$ cat src/rtl/match_pkg.sv
// Shared types and constants for the single-level order matching engine.
// Holds the control FSM state encoding and the order side encoding.
// Optional feature macro used by the top level: TRADE_COUNT_EN.
package match_pkg;

  typedef enum logic [1:0] {
    IDLE  = 2'd0,
    CHECK = 2'd1,
    EMIT  = 2'd2
  } state_t;

  localparam logic SIDE_BUY  = 1'b1;
  localparam logic SIDE_SELL = 1'b0;

endpackage

$ cat src/rtl/book_slot.sv
// One resting order: price, quantity and a valid flag.
// Load takes effect on the next clock edge; decrement likewise, with no backpressure.
// Load and decrement are never requested in the same cycle by the engine FSM.
module book_slot #(
  parameter int PW = 8,
  parameter int QW = 8
) (
  input  logic          clk,
  input  logic          reset_n,
  input  logic          i_load,
  input  logic [PW-1:0] i_price,
  input  logic [QW-1:0] i_qty,
  input  logic          i_dec,
  input  logic [QW-1:0] i_dec_qty,
  output logic          o_valid,
  output logic [PW-1:0] o_price,
  output logic [QW-1:0] o_qty
);

  logic          r_valid;
  logic [PW-1:0] r_price;
  logic [QW-1:0] r_qty;

  // Load a new order or consume a fill; a slot filled down to zero goes empty.
  always_ff @(posedge clk or negedge reset_n) begin
    if (!reset_n) begin
      r_valid <= 1'b0;
      r_price <= '0;
      r_qty   <= '0;
    end else if (i_load) begin
      r_valid <= 1'b1;
      r_price <= i_price;
      r_qty   <= i_qty;
    end else if (i_dec) begin
      r_qty <= r_qty - i_dec_qty;
      if (r_qty == i_dec_qty) r_valid <= 1'b0;
    end
  end

  assign o_valid = r_valid;
  assign o_price = r_price;
  assign o_qty   = r_qty;

endmodule

$ cat src/rtl/order_match_engine.sv
// Single-level order book (best bid / best ask) that emits a match when bid >= ask.
// Latency: order accepted in cycle N, crossing check in N+1, match_valid in N+2.
// Backpressure: stalls in EMIT with stable outputs while match_ready is low.
// Optional feature: TRADE_COUNT_EN adds a saturating trade_count output.
module order_match_engine
  import match_pkg::*;
#(
  parameter int PW = 8,
  parameter int QW = 8
`ifdef TRADE_COUNT_EN
  , parameter int CW = 16
`endif
) (
  input  logic          clk,
  input  logic          reset_n,
  input  logic          order_valid,
  output logic          order_ready,
  input  logic          order_side,
  input  logic [PW-1:0] order_price,
  input  logic [QW-1:0] order_qty,
  output logic          match_valid,
  input  logic          match_ready,
  output logic          match_signal,
  output logic [PW-1:0] buy_price,
  output logic [PW-1:0] sell_price,
  output logic [QW-1:0] match_qty,
  output logic          bid_valid,
  output logic          ask_valid
`ifdef TRADE_COUNT_EN
  , output logic [CW-1:0] trade_count
`endif
);

  state_t        r_state;
  logic          r_order_ready;
  logic          r_match_valid;
  logic [PW-1:0] r_buy_price;
  logic [PW-1:0] r_sell_price;
  logic [QW-1:0] r_match_qty;

  logic          w_accept;
  logic          w_keep;
  logic          w_load_bid;
  logic          w_load_ask;
  logic          w_fill;
  logic          w_cross;
  logic          w_bid_valid;
  logic          w_ask_valid;
  logic [PW-1:0] w_bid_price;
  logic [PW-1:0] w_ask_price;
  logic [QW-1:0] w_bid_qty;
  logic [QW-1:0] w_ask_qty;
  logic [QW-1:0] w_min_qty;

  // A zero-quantity order is handshaken but never touches the book.
  assign w_accept   = order_valid && r_order_ready;
  assign w_keep     = w_accept && (order_qty != '0);
  assign w_load_bid = w_keep && (order_side == SIDE_BUY);
  assign w_load_ask = w_keep && (order_side == SIDE_SELL);
  assign w_fill     = r_match_valid && match_ready;
  assign w_cross    = w_bid_valid && w_ask_valid && (w_bid_price >= w_ask_price);
  assign w_min_qty  = (w_bid_qty < w_ask_qty) ? w_bid_qty : w_ask_qty;

  book_slot #(.PW(PW), .QW(QW)) u_bid (
    .clk       (clk),
    .reset_n   (reset_n),
    .i_load    (w_load_bid),
    .i_price   (order_price),
    .i_qty     (order_qty),
    .i_dec     (w_fill),
    .i_dec_qty (r_match_qty),
    .o_valid   (w_bid_valid),
    .o_price   (w_bid_price),
    .o_qty     (w_bid_qty)
  );

  book_slot #(.PW(PW), .QW(QW)) u_ask (
    .clk       (clk),
    .reset_n   (reset_n),
    .i_load    (w_load_ask),
    .i_price   (order_price),
    .i_qty     (order_qty),
    .i_dec     (w_fill),
    .i_dec_qty (r_match_qty),
    .o_valid   (w_ask_valid),
    .o_price   (w_ask_price),
    .o_qty     (w_ask_qty)
  );

  // Control FSM: accept in IDLE, test for a cross in CHECK, hold the match in EMIT.
  // order_ready and match_valid are registered alongside the state; ready is low
  // during reset and rises on the first clock after release.
  always_ff @(posedge clk or negedge reset_n) begin
    if (!reset_n) begin
      r_state       <= IDLE;
      r_order_ready <= 1'b0;
      r_match_valid <= 1'b0;
      r_buy_price   <= '0;
      r_sell_price  <= '0;
      r_match_qty   <= '0;
    end else begin
      case (r_state)
        IDLE: begin
          r_order_ready <= 1'b1;
          if (w_keep) begin
            r_state       <= CHECK;
            r_order_ready <= 1'b0;
          end
        end
        CHECK: begin
          if (w_cross) begin
            r_state       <= EMIT;
            r_match_valid <= 1'b1;
            r_buy_price   <= w_bid_price;
            r_sell_price  <= w_ask_price;
            r_match_qty   <= w_min_qty;
          end else begin
            r_state       <= IDLE;
            r_order_ready <= 1'b1;
          end
        end
        EMIT: begin
          if (match_ready) begin
            r_state       <= IDLE;
            r_match_valid <= 1'b0;
            r_order_ready <= 1'b1;
          end
        end
        default: begin
          r_state       <= IDLE;
          r_match_valid <= 1'b0;
          r_order_ready <= 1'b0;
        end
      endcase
    end
  end

`ifdef TRADE_COUNT_EN
  logic [CW-1:0] r_trade_count;

  // Count completed match handshakes, sticking at all-ones.
  always_ff @(posedge clk or negedge reset_n) begin
    if (!reset_n) begin
      r_trade_count <= '0;
    end else if (w_fill && (r_trade_count != {CW{1'b1}})) begin
      r_trade_count <= r_trade_count + 1'b1;
    end
  end

  assign trade_count = r_trade_count;
`endif

  assign order_ready  = r_order_ready;
  assign match_valid  = r_match_valid;
  assign match_signal = w_fill;
  assign buy_price    = r_buy_price;
  assign sell_price   = r_sell_price;
  assign match_qty    = r_match_qty;
  assign bid_valid    = w_bid_valid;
  assign ask_valid    = w_ask_valid;

endmodule

$ cat config.mk
export PLATFORM = sky130hd
export DESIGN_NAME = order_match_engine
export DESIGN_NICKNAME = d
export VERILOG_FILES = /design/src/rtl/match_pkg.sv /design/src/rtl/book_slot.sv /design/src/rtl/order_match_engine.sv
export SDC_FILE = /design/constraint.sdc
export NUM_CORES = 1
export LEC_CHECK = 0
export CELL_PAD_IN_SITES_DETAIL_PLACEMENT = 0
export CELL_PAD_IN_SITES_GLOBAL_PLACEMENT = 1
export CORE_MARGIN = 8
export CORE_UTILIZATION = 43
export CTS_BUF_LIST = sky130_fd_sc_hd__clkbuf_8 sky130_fd_sc_hd__clkbuf_16
export DETAILED_ROUTE_END_ITERATION = 6
export PLACE_DENSITY_LB_ADDON = 0.25
export SYNTH_ARGS = -nofsm -noshare
export SYNTH_HDL_FRONTEND = slang
export SYNTH_SLANG_ARGS = --single-unit
$ cat constraint.sdc
create_clock -name clk -period 2.4 [get_ports clk]
set_input_delay 0.36 -clock clk [delete_from_list [all_inputs] [get_ports clk]]
set_output_delay 0.36 -clock clk [all_outputs]
set_load 0.05 [all_outputs]
---- After elaboration in Yosys (flattened, before gate mapping) ----
Cells that the tools add are included.
W data, S select, Z words.
word-level totals
  ROM bits ................................ 0
  flip-flop bits (word level) ............. 62
  bits in writable memories ............... 0
  bits in latches ......................... 0
  memories kept ........................... 0
cells by class
  $lt $le $gt $ge ......................... 2
  shift-type cells ........................ 0
  reductions and logical operators ........ 19
  mux-type cells .......................... 22
  eq/ne operators ......................... 8
  bitwise logic cells ..................... 2
  add/subtract/negate cells ............... 2
  div/mod/pow operators ................... 0
  $mul .................................... 0
operators with widths
  operator              number
  $mux W8               5
  $eq A8 B8 Y1          2
  $sub A8 B8 Y8         2
  $mux W1               11
  $reduce_and A2 Y1     5
  $ge A8 B8 Y1          1
  $lt A8 B8 Y1          1
  $ne A2 B2 Y1 const B  4
  $reduce_bool A2 Y1    4
  $reduce_bool A8 Y1    1
  $logic_and A1 B1 Y1   7
  $mux W2               3
  $pmux W1 S3           2
  $pmux W2 S3           1
  $reduce_and A3 Y1     1
  $eq A2 B1 Y1 const B  1
  $eq A2 B2 Y1 const B  1
  $logic_not A2 Y1      1
  $not A1 Y1            2

---- Longest topological paths before layout ----
Gate-level depths: netlist of run 1.
  depth after elaboration ................. 5
  gate-level depth with buffers ........... 9
  mapped depth without buffers ............ 9

---- Hierarchy ----
Synthesis of run 1 repeated with hierarchy kept, for this count alone.
second synthesis, totals
  cell total of the unflattened synthesis .. 380
  area total of the unflattened synthesis .. 4,047.6 sq um
by module, submodules not included
  module              area each (sq um)  cells each  times used  seq. area each (sq um)
  book_slot           1,056.0            100         2           425.4
  order_match_engine  1,935.6            180         1           700.7

---- Worst setup path after synthesis of run 1 ----
No wires, ideal clock.
  path kind ............................... register -> register
  start ................................... register r_match_qty[3], in the netlist match_qty[3]
  end ..................................... register u_ask.r_qty[7], in the netlist u_ask.o_qty[7]
  setup time .............................. 0.124 ns
  path buffers ............................ 0
  arrival ................................. 2.140 ns
  stages on the path, launching flop included .. 9
  setup slack ............................. 0.136 ns
  period minus slack after synthesis ...... 2.264 ns
  required time ........................... 2.276 ns
  cell sequence ........................... dfrtp_1 inv_1 ha_1 a21o_1 a21oi_1 a21boi_0 o221a_2 nor3_1 nand2_1
on the way
  word-level cells in the longest chain between the ends .. 3
ends and longest elaborated chain
  item                    line                       text
  from (decl)             order_match_engine.sv:39   logic [QW-1:0] r_match_qty;
  from (signal assigned)  order_match_engine.sv:116  r_match_qty <= w_min_qty;
  $sub A8 B8 Y8           book_slot.sv:35            r_qty <= r_qty - i_dec_qty;
  $mux W8                 book_slot.sv:34            end else if (i_dec) begin
  $mux W8                 book_slot.sv:30            end else if (i_load) begin
  to (signal assigned)    book_slot.sv:33            r_qty <= i_qty;
  to (signal assigned)    book_slot.sv:35
  to (decl)               book_slot.sv:22            logic [QW-1:0] r_qty;
Every way passes these cells. The select of a mux whose other input is x is not followed.
A chain may end at the register's enable or synchronous reset.

---- Worst setup path after layout of run 1 ----
  start ................................... register u_bid.r_price[6], in the netlist u_bid.o_price[6]
  end ..................................... register r_buy_price[5], in the netlist buy_price[5]
on the way
  word-level cells in the longest chain between the ends .. 3
ends and longest elaborated chain
  item                         line                       text
  from (decl)                  book_slot.sv:21            logic [PW-1:0] r_price;
  from (signal assigned)       book_slot.sv:32            r_price <= i_price;
  $ge A8 B8 Y1                 order_match_engine.sv:61   assign w_cross = w_bid_valid && w_ask_valid && (w_bid_price >= w_ask_price);
  $logic_and A1 B1 Y1          order_match_engine.sv:61
  $reduce_and A2 Y1 (no line)  n/a
  to (signal assigned)         order_match_engine.sv:114  r_buy_price <= w_bid_price;
  to (decl)                    order_match_engine.sv:37   logic [PW-1:0] r_buy_price;
Every way passes these cells.

==> results by group, run 1 <==
Outcome
  – Status: finished, final reports clean

Worst setup path
  – CP startpoint: u_bid.o_price[6]
  – CP cell instances: ha_1, and4_1, a2111oi_2, o21a_2, nor2_2, mux2_1
  – Setup crit start kind: register
  – Crit path capture type: register
  – Crit path DAT: 2.48 ns
  – Family with the most delay on the worst path: compound AO/OA/AOI/OAI gates
  – Worst R2R Start: u_bid.o_price[6]
  – Data required, critical path: 2.63 ns
  – CP Max Fanout: 11
  – Critical Path Max Stage Delay: 0.40 ns
  – Worst Setup Path Type: reg -> reg
  – Buf/Inv on CP: 0
  – Crit-path slowest cell: a2111oi_2

Die
  – Core ar.: around 8200 µm²
  – DIE AREA: 11700 µm²
  – Die X: 108 µm
  – # IOs: 50
  – Die height: 108 µm
  – Standard-cell rows: 33
  – Initial core utilization: 44.5%

Timing
  – Final hold vios: 0
  – Tmin final: 2.25 ns
  – Fin worst setup slack: 0.150 ns
  – Max Fclk: 445 MHz
  – Setup skew after layout: 0.00773 ns
  – Pins Over Slew Limit: 0
  – Slew HR: 47.2%
  – Fin crit share: 93.7%
  – Slew at the pin closest to its max-slew limit: 0.793 ns
  – Worst hold margin: 0.173 ns
  – Setup Viol. Count Final: 0

GRT
  – Largest net degree at the start of global routing: 63
  – Vias in the first global route: 3200
  – First-pass GRT wire length: 15300 µm
  – Tot GR Track Use: between 10% and 20%
  – Antenna violations before repair: 0
  – Gr ovfl total: 0

Power and ir drop
  – Leakage: 2.21 nW
  – Switching pwr: 3.62 mW
  – PD cells: 1660 nW/µm²
  – Reg power frac: 25.2%
  – VDD IR-drop max: roughly 0.90 mV
  – Clock power share: around an eighth
  – Net Sw Frac: 46.5%
  – Cell Int Power: 4.16 mW
  – Comb pwr share: 62.3%

Layout
  – Fin util: 57.0%
  – Design Area, Final: between 4000 and 5000 µm²
  – Final #Nets: 509
  – P&R area growth vs syn: 27.9%
  – Final Non-Filler Cells: approximately 560
  – Ant diodes: 0
  – Layout cell share with drive strength beyond 1: 13.3%

Logic synthesis
  – Cell variety after synth: 46
  – Sequential share of the synthesized area: ~42%
  – Avg Inst Size Synth: 9.63 µm²
  – FFs w/ async S/R, synth: 100%
  – Syn_nets: roughly 440
  – Most used DFF post-synth: dfrtp_1
  – Flops & latches, synth: 62
  – Post-Synthesis Cell Area: 3660 µm²
  – Gate Count Post-Synth: 380
  – Synth warn: 0
  – Number of synthesized flops with an enable pin: 0

Hold path
  – HP Class: in -> async

Place
  – PortBufs: 49
  – Number of cells after detailed placement: 546
  – Worst slack, placed: -0.241 ns
  – Placed cell area: 4450 µm²
  – Final Wtd Congestion: 0.828
  – DP HPWL: between 6000 and 7000 µm

Routing
  – Drt first pass iters: 6
  – First DRT Iteration DRCs: 59
  – Via count: roughly 3000
  – # DRC: 0
  – Final wirelength: 9180 µm
  – DR WL/cell: between 15 and 20 µm
  – Via-to-Cell Ratio: roughly 5.2
  – Post-DRT Antenna Nets: 0

Clock tree
  – Sink Count: 62
  – CTS tree: built
  – Clk buf depth: 2
  – Worst-path clk slew: about 0.08 ns
  – Setup bufs post-CTS: 0
  – CTS root buffer: clkbuf_8
  – Num CTS Buffers: 9
  – Clock latency on the worst-skew pair: 0.35 ns
  – Deepest level of the CTS H-tree: 3
  – # hold bufs at CTS: 0

Flow run
  – Max Cap Violations: 0
-- worst reg2reg max path, delay by kind of cell (launching register included) --
family	cells	cell delay [ns]
compound gates	2	0.67
flops	1	0.39
simple gates	2	0.38
fa+ha+maj	1	0.34
mux	1	0.36
-- power by group through the flow --
stage / Sequential (mW) / Clock, mW / Combinational [mW]
floorplan: 2.60 / 0 / 2.66
CTS: 1.97 / 1.00 / 4.84
global placement: 1.96 / 0 / 4.75
global route: 2.03 / 1.05 / 5.38
detailed placement: 1.98 / 0 / 4.80
finish: 1.96 / 0.971 / 4.85
-- metrics by stage --
stage,TNS [ns],power [mW]
after detailed placement,-4.01,6.78
after global routing,-0.00126,8.46
final,0,7.78
after global placement,-1.92,6.71
after floorplan,0,5.25
after CTS,0,7.81
-- cell usage after synthesis (4+ instances only) --
cell	n	area share [%]
dfrtp_1	62	42
nand2_1	55	5.6
ha_1	33	11
a21oi_1	31	4.2
inv_1	29	3.0
nor2_1	23	2.4
o21ai_0	21	2.9
mux2i_1	13	3.6
a21o_1	12	2.5
mux2_1	11	3.4
clkbuf_1	10	1.0
mux2_2	6	1.8
nor2b_1	6	1.0
xnor2_1	6	1.4
nand3_1	5	0.68
nand4_1	4	0.68
nor3_1	4	0.55
xor2_1	4	0.96
-- final timing paths --
path                                    endpoint  slack (ns)  cells past startpoint
worst max-delay path                buy_price[5]        0.15                      6
worst min-delay path              u_ask.o_qty[4]        0.17                      2
worst max register to register      buy_price[5]        0.15                      6
worst min register to register      buy_price[5]        0.49                      1
max in group asynchronous       u_ask.o_price[3]        1.70                      2
min in group clk                    buy_price[5]        0.49                      1
-- placed cells by master (no fill, tap or decap), types with 3 or more instances in the layout --
cell / synthesis / layout
dfrtp_1: 62 / 62
nor2b_1: 6 / 6
nand3_1: 5 / 5
mux2_1: 11 / 11
o21ai_0: 21 / 21
clkdlybuf4s50_1: 0 / 47
nor2_1: 23 / 22
a21o_1: 12 / 12
clkbuf_8: 0 / 10
ha_1: 33 / 33
mux2_2: 6 / 6
nand2b_1: 3 / 3
clkinvlp_4: 0 / 3
o31ai_1: 3 / 3
nor3_1: 4 / 4
xor2_1: 4 / 4
o41ai_1: 3 / 3
a21oi_1: 31 / 31
nand2_1: 55 / 55
xnor2_1: 6 / 6
inv_1: 29 / 29
nand4_1: 4 / 4
mux2i_1: 13 / 13
buf_4: 0 / 24
-- logic make-up after synthesis --
| group | after synthesis | share of synthesized area [%] |
|---|---|---|
| AO/OA/AOI/OAI | 88 | 15.0 |
| XOR/XNOR | 10 | 2.39 |
| buffers and inverters | 43 | 4.51 |
| AND/OR/NAND/NOR | 112 | 14.5 |
| multiplexers | 30 | 8.79 |
| adder cells (fa/ha/maj) | 35 | 12.4 |
| flip-flops | 62 | 42.4 |
-- routing by layer --
metal  global-route usage, %  up-vias  wire length, µm
met5                       0        -                0
met4                    5.67        0              187
met3                    5.29       11              426
met2                    29.4       51             4610
met1                    18.6     1424             3960
li1                        -     1468                -
-- repair_timing --
action | CTS | global route
endpoints found under the hold margin | 0 | 0
setup endpoints to repair | 24 | 24
resized for setup | 2 | 2
gates cloned | 0 | 1
pin swaps | 0 | 1
-- area by class of cell --
type | count | area, µm²
clock buffers | 10 | 138
fillers | 763 | 3540
flip-flops and latches | 62 | 1550
inverters | 30 | 113
clock inverters | 6 | 70.1
multi-input cells | 276 | 1980
well taps | 105 | 131
repair buffers | 74 | 696
-- state kept, by name, summed over array words and instances (netlist names), 2 cells and up --
| signal | cells |
|---|---|
| u_ask.o_price | 8 |
| u_ask.o_qty | 8 |
| buy_price | 8 |
| match_qty | 8 |
| u_bid.o_price | 8 |
| u_bid.o_qty | 8 |
| sell_price | 8 |
| r_state | 2 |
Power figures use the tool's default switching activity.
==> inputs of run 2 (changes only) <==
clock period = 2.2 ns   (was 2.4 ns; I/O delays follow)
==> results by group, run 2 (same netlist as run 1, synthesis figures left out) <==
Worst setup path
  – Crit path DAT: 2.38 ns (was 2.48 ns)
  – Buf/Inv on CP: 0 (unchanged)
  – CP startpoint: u_bid.o_price[6] (unchanged)
  – CP Max Fanout: 6 (was 11)
  – Worst R2R Start: u_bid.o_price[6] (unchanged)
  – Family with the most delay on the worst path: compound AO/OA/AOI/OAI gates (unchanged)
  – Setup crit start kind: register (unchanged)
  – Data required, critical path: 2.43 ns (was 2.63 ns)
  – Critical Path Max Stage Delay: 0.42 ns (was 0.40 ns)
  – Worst Setup Path Type: reg -> reg (unchanged)
  – Crit path capture type: register (unchanged)
  – Crit-path slowest cell: dfrtp_1 (was a2111oi_2)
  – CP cell instances: ha_4, and4_1, a2111oi_2, o21a_2, nor2_4, mux2_1 (was ha_1, and4_1, a2111oi_2, o21a_2, nor2_2, mux2_1)

Routing
  – # DRC: 0 (unchanged)
  – DR WL/cell: 16.5 µm (was 16.3 µm)
  – Post-DRT Antenna Nets: 0 (unchanged)
  – Via-to-Cell Ratio: 5.32 (was 5.25)
  – Drt first pass iters: 6 (unchanged)
  – Final wirelength: 9550 µm (was 9180 µm)
  – First DRT Iteration DRCs: 95 (was 59)
  – Via count: 3086 (was 2954)

Power and ir drop
  – VDD IR-drop max: 0.849 mV (was 0.895 mV)
  – Total power draw: 8.75 mW (was 7.78 mW)
  – PD cells: 1800 nW/µm² (was 1660 nW/µm²)
  – Leakage: 2.28 nW (was 2.21 nW)

Clock tree
  – Clock latency on the worst-skew pair: 0.35 ns (about the same)
  – Num CTS Buffers: 9 (unchanged)
  – # hold bufs at CTS: 0 (unchanged)
  – Clk buf depth: 2 (unchanged)
  – Setup bufs post-CTS: 0 (unchanged)
  – Worst-path clk slew: 0.08 ns (about the same)
  – CTS tree: built (unchanged)
  – Deepest level of the CTS H-tree: 3 (unchanged)
  – Sink Count: 62 (unchanged)
  – CTS root buffer: clkbuf_8 (unchanged)

Die
  – Standard-cell rows: 33 (unchanged)
  – DIE AREA: 11700 µm² (unchanged)
  – # IOs: 50 (unchanged)
  – Core ar.: 8220 µm² (unchanged)
  – Die height: 108 µm (unchanged)
  – Die X: 108 µm (unchanged)
  – Initial core utilization: 44.5% (unchanged)

Timing
  – Setup total negative slack: 0 ns (unchanged)
  – Setup skew after layout: 0.0116 ns (was 0.00773 ns)
  – Fin crit share: 97.7% (was 93.7%)
  – Worst hold margin: -0.0198 ns (was 0.173 ns)
  – Final hold vios: 19 (was 0)
  – Setup Viol. Count Final: 0 (unchanged)
  – Fin worst setup slack: 0.0498 ns (was 0.150 ns)
  – Slew at the pin closest to its max-slew limit: 0.610 ns (was 0.793 ns)
  – Max Fclk: 465 MHz (was 445 MHz)
  – Tmin final: 2.15 ns (was 2.25 ns)
  – Pins Over Slew Limit: 0 (unchanged)
  – Slew HR: 59.3% (was 47.2%)

Layout
  – Final Non-Filler Cells: 580 (was 563)
  – Multi-input gate area: 2040 µm² (was 1980 µm²)
  – # fillers: 705 (was 763)
  – Layout cell share with drive strength beyond 1: 18.3% (was 13.3%)
  – Final #Nets: 526 (was 509)
  – Register area: 1550 µm² (about the same)
  – P&R area growth vs syn: 32.5% (was 27.9%)
  – Ant diodes: 0 (unchanged)
  – Commonest cells after routing, fill and taps aside: dfrtp_1 (60), nand2_1 (55), clkdlybuf4s50_1 (47), buf_4 (38), ha_1 (31) (was dfrtp_1 (62), nand2_1 (55), clkdlybuf4s50_1 (47), ha_1 (33), a21oi_1 (31))
  – Commonest non-fill, non-tap cell in the layout: dfrtp_1 (unchanged)

Place
  – DP HPWL: 6860 µm (was 6770 µm)
  – PortBufs: 49 (unchanged)
  – Final Wtd Congestion: 0.882 (was 0.828)
  – Worst slack, placed: -0.297 ns (was -0.241 ns)
  – Number of cells after detailed placement: 560 (was 546)

GRT
  – Vias in the first global route: 3131 (was 3200)
  – Largest net degree at the start of global routing: 26 (was 63)
  – Antenna violations before repair: 0 (unchanged)
  – First-pass GRT wire length: 15300 µm (about the same)
  – Tot GR Track Use: 16.5% (was 16.7%)
  – Gr ovfl total: 0 (unchanged)

Outcome
  – Failing checks: hold timing
  – Status: finished, violations left (was finished, final reports clean)

Hold path
  – HP Class: in -> async (unchanged)

Flow run
  – Max Cap Violations: 0 (unchanged)
==> run 2: final timing paths <==
check,cells past startpoint,slack [ns],endpoint
max in group asynchronous,2,1.45,sell_price[4]
hold reg to reg,1,0.49,sell_price[7]
hold / removal,1,-0.02,u_bid.o_qty[2]
min in group clk,1,0.49,sell_price[7]
setup reg to reg,6,0.05,buy_price[0]
setup / recovery,6,0.05,buy_price[0]
==> run 2: layout make-up <==
cell class | instances | area share (%)
multi-input cells | 278 | 42.1
well taps | 105 | 2.71
clock buffers | 10 | 2.84
inverters | 30 | 2.32
repair buffers | 89 | 17.0
flip-flops and latches | 62 | 32.0
clock inverters | 6 | 0.929
==> run 2: stage by stage <==
step | instance area (µm²) | util, %
global route | 4850 | 59.0
detailed placement | 4560 | 55.5
CTS | 4750 | 57.8
finish | 4850 | 59.0
floorplan | 3660 | -
global placement | 4560 | 55.5
==> run 2: power by group <==
group | switching, mW | leakage [nW] | internal [mW]
clock | 0.498 | 0.0849 | 0.442
combinational | 3.23 | 1.46 | 2.50
sequential | 0.398 | 0.743 | 1.69
==> run 2: worst register-to-register path: stages (launching register included) <==
cell and delay (ns):
dfrtp_1 0.42, ha_4 0.26, and4_1 0.21, a2111oi_2 0.35
o21a_2 0.33, nor2_4 0.12, mux2_1 0.35
==> run 2: timing repair <==
item / in CTS / in global routing
endpoints found under the setup margin: 26 / 26
cloned: 0 / 4
gates resized for setup: 2 / 12
pin swaps: 0 / 2
==> run 2: per-layer routing <==
layer / part of all wire (%) / wire length (µm) / track usage (%)
met1: 46 / 4400 / 20.4
met2: 48 / 4570 / 27.8
met3: 4.6 / 444 / 4.40
met4: 1.4 / 136 / 4.69
met5: 0 / 0 / 0
==> inputs of run 3 (changes only) <==
CORE_MARGIN = default   (was 8)
CTS_CLUSTER_DIAMETER = 120   (was default)
==> results by group, run 3 (same netlist as run 1, synthesis figures left out) <==
Outcome
  – Status: finished, final reports clean (was finished, violations left)

Place
  – Worst slack, placed: -0.459 ns (was -0.297 ns)
  – Final Wtd Congestion: 0.910 (was 0.882)
  – PortBufs: 49 (unchanged)
  – Placed cell area: 4600 µm² (was 4560 µm²)
  – Number of cells after detailed placement: 563 (was 560)
  – DP HPWL: 6480 µm (was 6860 µm)

Power and ir drop
  – Total power draw: 9.03 mW (was 8.75 mW)
  – VDD IR-drop max: 0.971 mV (was 0.849 mV)
  – Net Sw Frac: 45.6% (was 47.1%)
  – Comb pwr share: 65.1% (was 65.4%)
  – Leakage: 2.33 nW (was 2.28 nW)
  – PD cells: 1830 nW/µm² (was 1800 nW/µm²)
  – Cell Int Power: 4.91 mW (was 4.63 mW)
  – Switching pwr: 4.12 mW (about the same)
  – Reg power frac: 23.2% (was 23.8%)
  – Clock power share: 11.8% (was 10.8%)

Timing
  – Tmin final: 2.16 ns (was 2.15 ns)
  – Setup total negative slack: 0 ns (unchanged)
  – Pins Over Slew Limit: 0 (unchanged)
  – Fin crit share: 98.3% (was 97.7%)
  – Slew at the pin closest to its max-slew limit: 0.764 ns (was 0.610 ns)
  – Worst hold margin: 0.448 ns (was -0.0198 ns)
  – Setup Viol. Count Final: 0 (unchanged)
  – Setup skew after layout: 0.00862 ns (was 0.0116 ns)
  – RSZ-0062 raised after global routing: yes
  – Final hold vios: 0 (was 19)
  – Fin worst setup slack: 0.0363 ns (was 0.0498 ns)
  – Max Fclk: 462 MHz (was 465 MHz)
  – Slew HR: 49.0% (was 59.3%)

GRT
  – Antenna violations before repair: 0 (unchanged)
  – First-pass GRT wire length: 15000 µm (was 15300 µm)
  – Tot GR Track Use: 22.6% (was 16.5%)
  – Gr ovfl total: 0 (unchanged)
  – Largest net degree at the start of global routing: 47 (was 26)
  – Vias in the first global route: 3131 (unchanged)

Die
  – Initial core utilization: 44.5% (unchanged)
  – Standard-cell rows: 33 (unchanged)
  – Core ar.: 8220 µm² (unchanged)
  – DIE AREA: 8880 µm² (was 11700 µm²)
  – # IOs: 50 (unchanged)
  – Die height: 94.3 µm (was 108 µm)
  – Die X: 94.3 µm (was 108 µm)

Routing
  – Final wirelength: 9130 µm (was 9550 µm)
  – First DRT Iteration DRCs: 99 (was 95)
  – # DRC: 0 (unchanged)
  – Post-DRT Antenna Nets: 0 (unchanged)
  – Via-to-Cell Ratio: 5.27 (was 5.32)
  – Via count: 3085 (was 3086)
  – Drt first pass iters: 5 (was 6)
  – DR WL/cell: 15.6 µm (was 16.5 µm)

Layout
  – Design Area, Final: 4940 µm² (was 4850 µm²)
  – Layout cell share with drive strength beyond 1: 19.8% (was 18.3%)
  – P&R area growth vs syn: 35.0% (was 32.5%)
  – Final #Nets: 531 (was 526)
  – # fillers: 714 (was 705)
  – Ant diodes: 0 (unchanged)
  – Fin util: 60.1% (was 59.0%)
  – Commonest cells after routing, fill and taps aside: dfrtp_1 (60), nand2_1 (55), clkdlybuf4s50_1 (47), buf_4 (42) (was dfrtp_1 (60), nand2_1 (55), clkdlybuf4s50_1 (47), buf_4 (38), ha_1 (31))
  – Final Non-Filler Cells: 585 (was 580)
  – Commonest non-fill, non-tap cell in the layout: dfrtp_1 (unchanged)

Worst setup path
  – Worst Setup Path Type: reg -> reg (unchanged)
  – Data required, critical path: 2.43 ns (about the same)
  – CP Max Fanout: 5 (was 6)
  – CP cell instances: inv_2, ha_4, a21o_1, a2111oi_4, o21a_2, buf_6, nor2_4, mux2_4 (was ha_4, and4_1, a2111oi_2, o21a_2, nor2_4, mux2_1)
  – CP Capture Point: sell_price[7] (was buy_price[0])
  – Crit path capture type: register (unchanged)
  – Reg2reg end: sell_price[7] (was buy_price[0])
  – Worst R2R Start: u_ask.o_price[5] (was u_bid.o_price[6])
  – Crit-path slowest cell: a2111oi_4 (was dfrtp_1)
  – Reg2Reg Depth: 8 (was 6)
  – Reg-to-reg slack, setup: 0.04 ns (was 0.05 ns)
  – Setup crit start kind: register (unchanged)
  – Critical Path Max Stage Delay: 0.40 ns (was 0.42 ns)
  – Crit path DAT: 2.40 ns (was 2.38 ns)
  – CP startpoint: u_ask.o_price[5] (was u_bid.o_price[6])

Clock tree
  – Deepest level of the CTS H-tree: 3 (unchanged)
  – Clock latency on the worst-skew pair: 0.35 ns (about the same)
  – CTS root buffer: clkbuf_8 (unchanged)
  – Num CTS Buffers: 9 (unchanged)
  – CTS tree: built (unchanged)
  – Worst-path clk slew: 0.08 ns (about the same)
  – Clk buf depth: 2 (unchanged)
  – Sink Count: 62 (unchanged)

Flow run
  – Max Cap Violations: 0 (unchanged)

Hold path
  – HP Class: in -> async (unchanged)
-- run 3: how the worst min path moves through the flow --
stage,endpoint,cells after the start,start
2_1_floorplan,buy_price[0],0,reset_n
3_3_place_gp,u_bid.o_qty[1],1,reset_n
3_5_place_dp,u_bid.o_qty[2],1,reset_n
4_1_cts,u_bid.o_qty[2],2,reset_n
5_1_grt,u_ask.o_qty[2],2,reset_n
6_report,u_bid.o_qty[2],2,reset_n
-- run 3: repair_timing --
action,4_1_cts,5_1_grt
resized for setup,12,9
endpoints found under the hold margin,16,0
hold buffers,1,0
cloned,1,1
setup buffers,1,2
pin swaps,3,3
endpoints found under the setup margin,26,26
-- run 3: final cells by class --
cell class | instances | area (µm²) | area share, %
Tap cell | 105 | 131 | 2.66
Clock buffer | 10 | 138 | 2.79
Inverter | 30 | 113 | 2.28
Multi-Input combinational cell | 277 | 2060 | 41.8
Clock inverter | 6 | 70.1 | 1.42
Timing Repair Buffer | 95 | 872 | 17.7
Sequential cell | 62 | 1550 | 31.5
-- run 3: routing by layer --
layer	global-route usage (%)	vias to the layer above	routed length, µm
met2	38.9	67	4470
met1	27.2	1482	4100
met4	9.36	0	214
li1	-	1519	-
met3	4.53	17	346
met5	0	-	0
-- run 3: power by group through the flow --
| stage | Combinational (mW) | Clock, mW | Sequential (mW) |
|---|---|---|---|
| floorplan | 2.90 | 0 | 2.84 |
| global placement | 5.34 | 0 | 2.08 |
| detailed placement | 5.43 | 0 | 2.09 |
| CTS | 5.73 | 1.09 | 2.09 |
| global route | 6.44 | 1.13 | 2.18 |
| finish | 5.88 | 1.06 | 2.09 |
-- run 3: critical path: cells and delay by family (launching register included) --
family	cells	cell delay, ns
mux	1	0.34
compound gates	3	0.84
buf+inv	2	0.21
flops	1	0.39
simple gates	1	0.07
fa+ha+maj	1	0.20
